$ cat src/rtl/mem_arb_pkg.sv
// mem_arb_pkg
//   Shared definitions for the memory-port arbiters.
//   - MEM_ARB_MAX_REQ : largest supported number of masters.
//   - arb_ptr_t       : priority-pointer type wide enough for MEM_ARB_MAX_REQ.
//   - arb_vec_t       : request/grant vector type of MEM_ARB_MAX_REQ bits.
//   - rr_pick()       : behavioural round-robin pick returning a one-hot winner.
//   Also provides a fallback definition of XLEN for standalone builds.

`ifndef XLEN
`define XLEN 32
`endif

package mem_arb_pkg;

  localparam int MEM_ARB_MAX_REQ = 8;
  localparam int MEM_ARB_PTR_W   = $clog2(MEM_ARB_MAX_REQ);

  typedef logic [MEM_ARB_PTR_W-1:0]   arb_ptr_t;
  typedef logic [MEM_ARB_MAX_REQ-1:0] arb_vec_t;

  // First set bit of req scanning ptr, ptr+1, ... modulo MEM_ARB_MAX_REQ.
  // Callers with fewer than MEM_ARB_MAX_REQ masters leave the unused upper
  // request bits at zero and keep ptr below their master count; the unused
  // positions are then skipped, so the scan order equals modulo their count.
  function automatic arb_vec_t rr_pick(input arb_vec_t req, input arb_ptr_t ptr);
    arb_vec_t grant;
    arb_ptr_t idx;
    logic     found;
    grant = '0;
    found = 1'b0;
    for (int k = 0; k < MEM_ARB_MAX_REQ; k++) begin
      idx = ptr + arb_ptr_t'(k);
      if (!found && req[idx]) begin
        grant[idx] = 1'b1;
        found      = 1'b1;
      end
    end
    return grant;
  endfunction

endpackage

$ cat src/rtl/rr_priority_picker.sv
// rr_priority_picker
//   Purely combinational round-robin picker: rotates the request vector so
//   that position ptr becomes bit 0, isolates the lowest set bit, and rotates
//   the result back.
//   Ports:
//     req   [N-1:0]  request vector
//     ptr   [PW-1:0] highest-priority position (must be < N)
//     grant [N-1:0]  one-hot winner, zero when req is zero

module rr_priority_picker #(
  parameter int N  = 2,
  parameter int PW = (N > 1) ? $clog2(N) : 1
) (
  input  logic [N-1:0]  req,
  input  logic [PW-1:0] ptr,
  output logic [N-1:0]  grant
);

  logic [2*N-1:0] req_dbl;
  logic [2*N-1:0] pick_dbl;
  logic [N-1:0]   rot;
  logic [N-1:0]   pick;

  always_comb begin
    // Duplicating the vector turns a rotate into a plain shift.
    req_dbl  = {req, req};
    rot      = N'(req_dbl >> ptr);
    // x & -x keeps only the lowest set bit.
    pick     = rot & (~rot + N'(1));
    pick_dbl = {pick, pick};
    grant    = N'((pick_dbl << ptr) >> N);
  end

endmodule

$ cat src/rtl/mem_rr_arbiter.sv
// mem_rr_arbiter
//   Shares one memory port (req/we/addr/wdata -> rdata/ready) between NUM_REQ
//   masters. Round-robin priority with a back-to-back burst allowance of
//   BURST_MAX completions for the master holding top priority. A grant that
//   is not acknowledged in its cycle is locked so the winner stays stable
//   until the slave raises ready. The data path is zero latency: grant, mux
//   and ready all act in the same cycle.
//   Ports:
//     clk, rst_n                 clock, asynchronous active-low reset
//     m_mem_req/we   [NUM_REQ]   per-master request / write enable
//     m_mem_addr     [NUM_REQ*AW] packed, master i at [i*AW +: AW]
//     m_mem_wdata    [NUM_REQ*DW] packed, master i at [i*DW +: DW]
//     m_mem_rdata    [DW]        slave read data broadcast to all masters
//     m_mem_ready    [NUM_REQ]   per-master ready (grant & s_mem_ready)
//     m_grant        [NUM_REQ]   one-hot grant, zero when idle
//     s_mem_*                    downstream port

module mem_rr_arbiter
  import mem_arb_pkg::*;
#(
  parameter int NUM_REQ   = 2,
  parameter int BURST_MAX = 4,
  parameter int AW        = `XLEN,
  parameter int DW        = `XLEN
) (
  input  logic                  clk,
  input  logic                  rst_n,
  input  logic [NUM_REQ-1:0]    m_mem_req,
  input  logic [NUM_REQ-1:0]    m_mem_we,
  input  logic [NUM_REQ*AW-1:0] m_mem_addr,
  input  logic [NUM_REQ*DW-1:0] m_mem_wdata,
  output logic [DW-1:0]         m_mem_rdata,
  output logic [NUM_REQ-1:0]    m_mem_ready,
  output logic [NUM_REQ-1:0]    m_grant,
  output logic                  s_mem_req,
  output logic                  s_mem_we,
  output logic [AW-1:0]         s_mem_addr,
  output logic [DW-1:0]         s_mem_wdata,
  input  logic [DW-1:0]         s_mem_rdata,
  input  logic                  s_mem_ready
);

  localparam int PW = $clog2(NUM_REQ);
  localparam int BW = $clog2(BURST_MAX + 1);

  logic [PW-1:0] rr_ptr_q,    rr_ptr_d;
  logic [BW-1:0] burst_cnt_q, burst_cnt_d;
  logic          locked_q,    locked_d;
  logic [PW-1:0] lock_id_q,   lock_id_d;

  logic [NUM_REQ-1:0] pick;
  logic [NUM_REQ-1:0] lock_onehot;
  logic [NUM_REQ-1:0] grant;
  logic [PW-1:0]      grant_idx;
  logic [PW-1:0]      grant_idx_inc;
  logic               completion;

  logic [AW-1:0] addr_arr  [NUM_REQ];
  logic [DW-1:0] wdata_arr [NUM_REQ];

  rr_priority_picker #(
    .N  (NUM_REQ),
    .PW (PW)
  ) u_picker (
    .req   (m_mem_req),
    .ptr   (rr_ptr_q),
    .grant (pick)
  );

  genvar gi;
  generate
    for (gi = 0; gi < NUM_REQ; gi++) begin : g_unpack
      assign addr_arr[gi]    = m_mem_addr[gi*AW +: AW];
      assign wdata_arr[gi]   = m_mem_wdata[gi*DW +: DW];
      assign lock_onehot[gi] = (lock_id_q == PW'(gi));
    end
  endgenerate

  // Gated by rst_n so the grant (and everything derived from it) drops the
  // instant reset is asserted, not just at the next edge.
  always_comb begin
    grant = '0;
    if (rst_n) begin
      grant = locked_q ? lock_onehot : pick;
    end
  end

  // One-hot mux; fields are zero when nothing is granted.
  always_comb begin
    grant_idx   = '0;
    s_mem_addr  = '0;
    s_mem_wdata = '0;
    for (int i = 0; i < NUM_REQ; i++) begin
      if (grant[i]) begin
        grant_idx   = PW'(i);
        s_mem_addr  = addr_arr[i];
        s_mem_wdata = wdata_arr[i];
      end
    end
  end

  assign s_mem_req     = |(m_mem_req & grant);
  assign s_mem_we      = |(m_mem_we & grant);
  assign m_mem_ready   = grant & {NUM_REQ{s_mem_ready}};
  assign m_mem_rdata   = s_mem_rdata;
  assign m_grant       = grant;
  assign completion    = s_mem_req & s_mem_ready;

  // Explicit wrap so non-power-of-two counts go NUM_REQ-1 -> 0.
  assign grant_idx_inc = (grant_idx == PW'(NUM_REQ - 1)) ? '0 : grant_idx + PW'(1);

  always_comb begin
    rr_ptr_d    = rr_ptr_q;
    burst_cnt_d = burst_cnt_q;
    locked_d    = locked_q;
    lock_id_d   = lock_id_q;

    if (completion) begin
      locked_d = 1'b0;
      if (grant_idx == rr_ptr_q) begin
        if (burst_cnt_q < BW'(BURST_MAX - 1)) begin
          burst_cnt_d = burst_cnt_q + BW'(1);
        end else begin
          rr_ptr_d    = grant_idx_inc;
          burst_cnt_d = '0;
        end
      end else if (BURST_MAX > 1) begin
        // A lower-priority winner takes over top priority and has already
        // used one slot of its burst.
        rr_ptr_d    = grant_idx;
        burst_cnt_d = BW'(1);
      end else begin
        rr_ptr_d    = grant_idx_inc;
        burst_cnt_d = '0;
      end
    end else if (s_mem_req) begin
      // Slave stalled: freeze the winner until ready.
      locked_d  = 1'b1;
      lock_id_d = grant_idx;
    end else if (locked_q) begin
      // Locked master withdrew its request: release, nothing counted.
      locked_d = 1'b0;
    end
  end

  always_ff @(posedge clk or negedge rst_n) begin
    if (!rst_n) begin
      rr_ptr_q    <= '0;
      burst_cnt_q <= '0;
      locked_q    <= 1'b0;
      lock_id_q   <= '0;
    end else begin
      rr_ptr_q    <= rr_ptr_d;
      burst_cnt_q <= burst_cnt_d;
      locked_q    <= locked_d;
      lock_id_q   <= lock_id_d;
    end
  end

endmodule

$ cat config.mk
export PLATFORM = sky130hd
export DESIGN_NAME = mem_rr_arbiter
export DESIGN_NICKNAME = d
export VERILOG_FILES = /design/src/rtl/mem_arb_pkg.sv /design/src/rtl/rr_priority_picker.sv /design/src/rtl/mem_rr_arbiter.sv
export SDC_FILE = /design/constraint.sdc
export NUM_CORES = 1
export LEC_CHECK = 0
export CELL_PAD_IN_SITES_DETAIL_PLACEMENT = 0
export CELL_PAD_IN_SITES_GLOBAL_PLACEMENT = 1
export CORE_MARGIN = 8
export CORE_UTILIZATION = 10
export CTS_BUF_LIST = sky130_fd_sc_hd__clkbuf_2
export DETAILED_ROUTE_END_ITERATION = 7
export PLACE_DENSITY = 0.84
export SYNTH_ARGS = -nofsm -noshare
export SYNTH_HDL_FRONTEND = slang
export SYNTH_SLANG_ARGS = --single-unit
$ cat constraint.sdc
create_clock -name clk -period 3.3 [get_ports clk]
set_clock_uncertainty 0.15 [all_clocks]
set_input_delay 0.99 -clock clk [delete_from_list [all_inputs] [get_ports clk]]
set_output_delay 0.99 -clock clk [all_outputs]
set_load 0.005 [all_outputs]
==> out/metrics.yaml <==
yosys:
  yosysSeqAreaShare_pct: 11.53
  avgSynthCellArea_um2: 8.403
  syn_nets: 323
  synth_xor_area_share_pct: 0
  synthAdderAreaFrac_pct: 0.9606
  synth.distinct_cells: 28
  muxShareOfSynthArea_pct: 1.729
  synth_compound_area_share_pct: 52.35
  yosysWarnings: 0
  synthSimpleGateAreaFrac_pct: 6.916
  syn-cell-area_mm2: 0.001302
  synth_top_family_by_area: "compound AO/OA/AOI/OAI gates"
  ys_ff_latch: 6
  syn_inst: 155
run_status:
  status: "finished, violations left"
  violations: "negative setup slack"
timing:
  fin_crit_ns: 3.415
  rsz0062_at_grt: "yes"
  timing.fmax_mhz: 292.8
  hold_violations: 0
  setup_viol: 13
  slew-limit-headroom_pct: 76.76
  drv_slew: 0
  worst_slack_ns: -0.1154
  period_share_pct: 103.5
  tightest_slew_ns: 0.3486
clocking:
  cts_buffers: 3
  ctsHtreeMaxLevel: 1
  clockBufferDepth: 2
  cts_tree: "yes"
  clock-sinks: 6
  worst_skew_pair.late_latency_ns: 0.22
  clkTransAtPathRegs_ns: 0.05
  clk_root_buffer_cell: "clkbuf_2"
layout:
  seq_area_um2: 150.1
  finalInstanceArea_mm2: 0.003662
  multiInputGateArea_um2: 844.6
  nNetsFinal: 537
  fin_util_pct: 28.90
  synthToLayoutAreaGrowth_pct: 181.2
  fill_cells: 1358
  drive_gt1_share_pct: 35.69
  antenna_cells: 0
place:
  post-place-ws_ns: -0.8161
  hpwlAfterDp_um: 7399
  port_buffers: 204
  place_congestion: 0.9488
  placed_area_mm2: 0.003378
power_and_ir_drop:
  total_power_w: 0.0008961
  swShare_pct: 35.05
  sequentialPowerShare_pct: 13.9
  switchingPower_w: 0.0003141
  powerDensity_mw_per_mm2: 244.7
  vdd_drop_max_mv: 0.09431
  comb_power_share_pct: 80.5
  p_leak_nw: 1.705
  p_int_w: 0.0005821
  p_clk_share_pct: 5.6
die:
  rows: 41
  io_pins: 269
  die_x_um: 130.1
  die-area_mm2: 0.01693
  die_h_um: 130.1
  core_mm2: 0.01267
  initial_core_util_pct: 10.28
setup_path:
  endpoint_kind: "primary output"
  critPathMaxFanout: 6
  ff2ff_setup_slack_ns: 1.25
  rr_worst_depth: 9
  worstPathCellList: "buf_8 > nor2b_4 > o21ai_2 > and2_4 > buf_6 > buf_12 > buf_16 > buf_8 > a22o_1 > buf_2"
  crit_cells: 10
  cp.arrival_ns: 2.28
  crit_family: "buffers and inverters"
  critical_path_class: "input pin to primary output"
  crit_buf_inv: 6
  slowest_stage: "a22o_1"
  path_common_cell: "buf_8"
  setup.worst_path.start_class: "input pin"
  critPathMaxStageDelay_ns: 0.22
  critPathRequiredTime_ns: 2.16
global_route:
  grt_pass1_wl_um: 13970
  antenna_found_initial: 0
  grt_pass1_vias: 2478
  grt_remaining_overflow: 0
  track_usage_pct: 10.65
  grt_max_degree: 19
detailed_routing:
  drc: 0
  drtIter0Drc: 62
  first_pass_iters: 4
  ant_nets: 0
  finalWirelength_um: 10110
  post_drt_wl_per_cell_um: 18.75
  via_count: 2167
  viasPerCell: 4.020
job:
  drv_cap: 0
min_path:
  min_path_type: "flop to flop"
  hold_depth: 2
state kept, by name (all words and copies together), names as in the netlist:
name and flops:
lock_id_q 1, locked_q 1, burst_cnt_q 3, rr_ptr_q 1
placed cells by master, fill, tap and decap left out, drive strengths merged:
cell type and n:
nor2 2, nand2 6, dfrtp 6, clkbuf 10, o31ai 2, or3b 1
nand3b 1, o22a 1, o211ai 2, ha 1, o2111ai 1, a22o 66
nand2b 2, o21ai 2, clkdlybuf4s15 4, a21oi 1, a31o 1, nor2b 2
inv 2, mux2 2, a21boi 2, clkdlybuf4s50 131, o21bai 1, dlygate4sd2 2
buf 113, and3 1, and2 2
metal layers:
| metal | GRT usage, % | part of all wire (%) | vias up |
|---|---|---|---|
| li1 | - | - | 1008 |
| met1 | 10.63 | 35 | 1004 |
| met2 | 20.81 | 52 | 141 |
| met3 | 2.897 | 11 | 14 |
| met4 | 3.279 | 2.0 | 0 |
| met5 | 0 | 0 | - |
final cells by class:
| class | instances | area share (%) |
|---|---|---|
| clock buffers | 3 | 0.4100 |
| inverters | 2 | 0.2050 |
| multi-input cells | 99 | 23.06 |
| flip-flops and latches | 6 | 4.100 |
| well taps | 172 | 5.876 |
| repair buffers | 257 | 66.35 |
tightest hold or removal path: stages, from the launching register on:
cell and delay, ns:
dfrtp_1 0.37, nand2_1 0.06, o31ai_1 0.07
cells by family after synthesis:
| kind of cell | Yosys count |
|---|---|
| DFF | 6 |
| adders and majority gates | 1 |
| AOI/OAI and AO/OA | 79 |
| and+or+nand+nor | 17 |
| buffers and inverters | 50 |
| muxes | 2 |
stage by stage:
stage / TNS [ns] / hold slack [ns] / std cells
6_report: -1.054 / 0.3921 / 539
4_1_cts: -2.223 / 0.3917 / 537
3_3_place_gp: -49.65 / 0.3384 / 496
5_1_grt: -2.235 / 0.4131 / 539
2_1_floorplan: 0 / 0.3220 / 155
3_5_place_dp: -49.47 / 0.3786 / 496
power by group through the flow:
| stage | logic [W] | registers (W) | clock network, W |
|---|---|---|---|
| 2_1_floorplan | 0.000258 | 0.000116 | 0 |
| 3_3_place_gp | 0.000635 | 0.000120 | 0 |
| 3_5_place_dp | 0.000648 | 0.000123 | 0 |
| 4_1_cts | 0.000738 | 0.000124 | 0.0000522 |
| 5_1_grt | 0.000782 | 0.000128 | 0.0000592 |
| 6_report | 0.000722 | 0.000124 | 0.0000501 |
worst paths after layout:
kind / startpoint / endpoint
worst max-delay path: m_mem_req[0] / s_mem_addr[7]
worst min-delay path: burst_cnt_q[1]$_DFFE_PN0P_ / burst_cnt_q[1]$_DFFE_PN0P_
worst max register to register: locked_q$_DFF_PN0_ / lock_id_q$_DFFE_PN0P_
worst min register to register: burst_cnt_q[1]$_DFFE_PN0P_ / burst_cnt_q[1]$_DFFE_PN0P_
max in group asynchronous: rst_n / burst_cnt_q[2]$_DFFE_PN0P_
min in group asynchronous: rst_n / rr_ptr_q$_DFFE_PN0P_
Yosys cell counts, drive strengths merged:
cell type | count | area [um^2]
nor2 | 2 | 7.510
mux2 | 2 | 22.52
dfrtp | 6 | 150.1
nor2b | 2 | 12.51
and2 | 2 | 12.51
a21boi | 2 | 18.77
a21oi | 1 | 5.000
o2111ai | 1 | 15.01
o211ai | 2 | 15.01
a22o | 66 | 578.1
and3 | 1 | 6.260
or3b | 1 | 8.760
ha | 1 | 12.51
inv | 2 | 7.510
o21ai | 2 | 10.00
clkbuf | 5 | 18.77
o31ai | 2 | 15.01
o21bai | 1 | 7.510
nand2 | 6 | 22.52
nand3b | 1 | 7.510
nand2b | 2 | 12.51
a31o | 1 | 8.760
o22a | 1 | 8.760
buf | 43 | 319.0
what timing repair did:
action | 4_1_cts | 5_1_grt
gates cloned | 9 | 2
gates resized for setup | 272 | 44
setup endpoints to repair | 70 | 65
pin swaps | 22 | 33
hold buffers | 0 | 0
buffers inserted | 30 | 7
(Power assumes the default switching activity.)
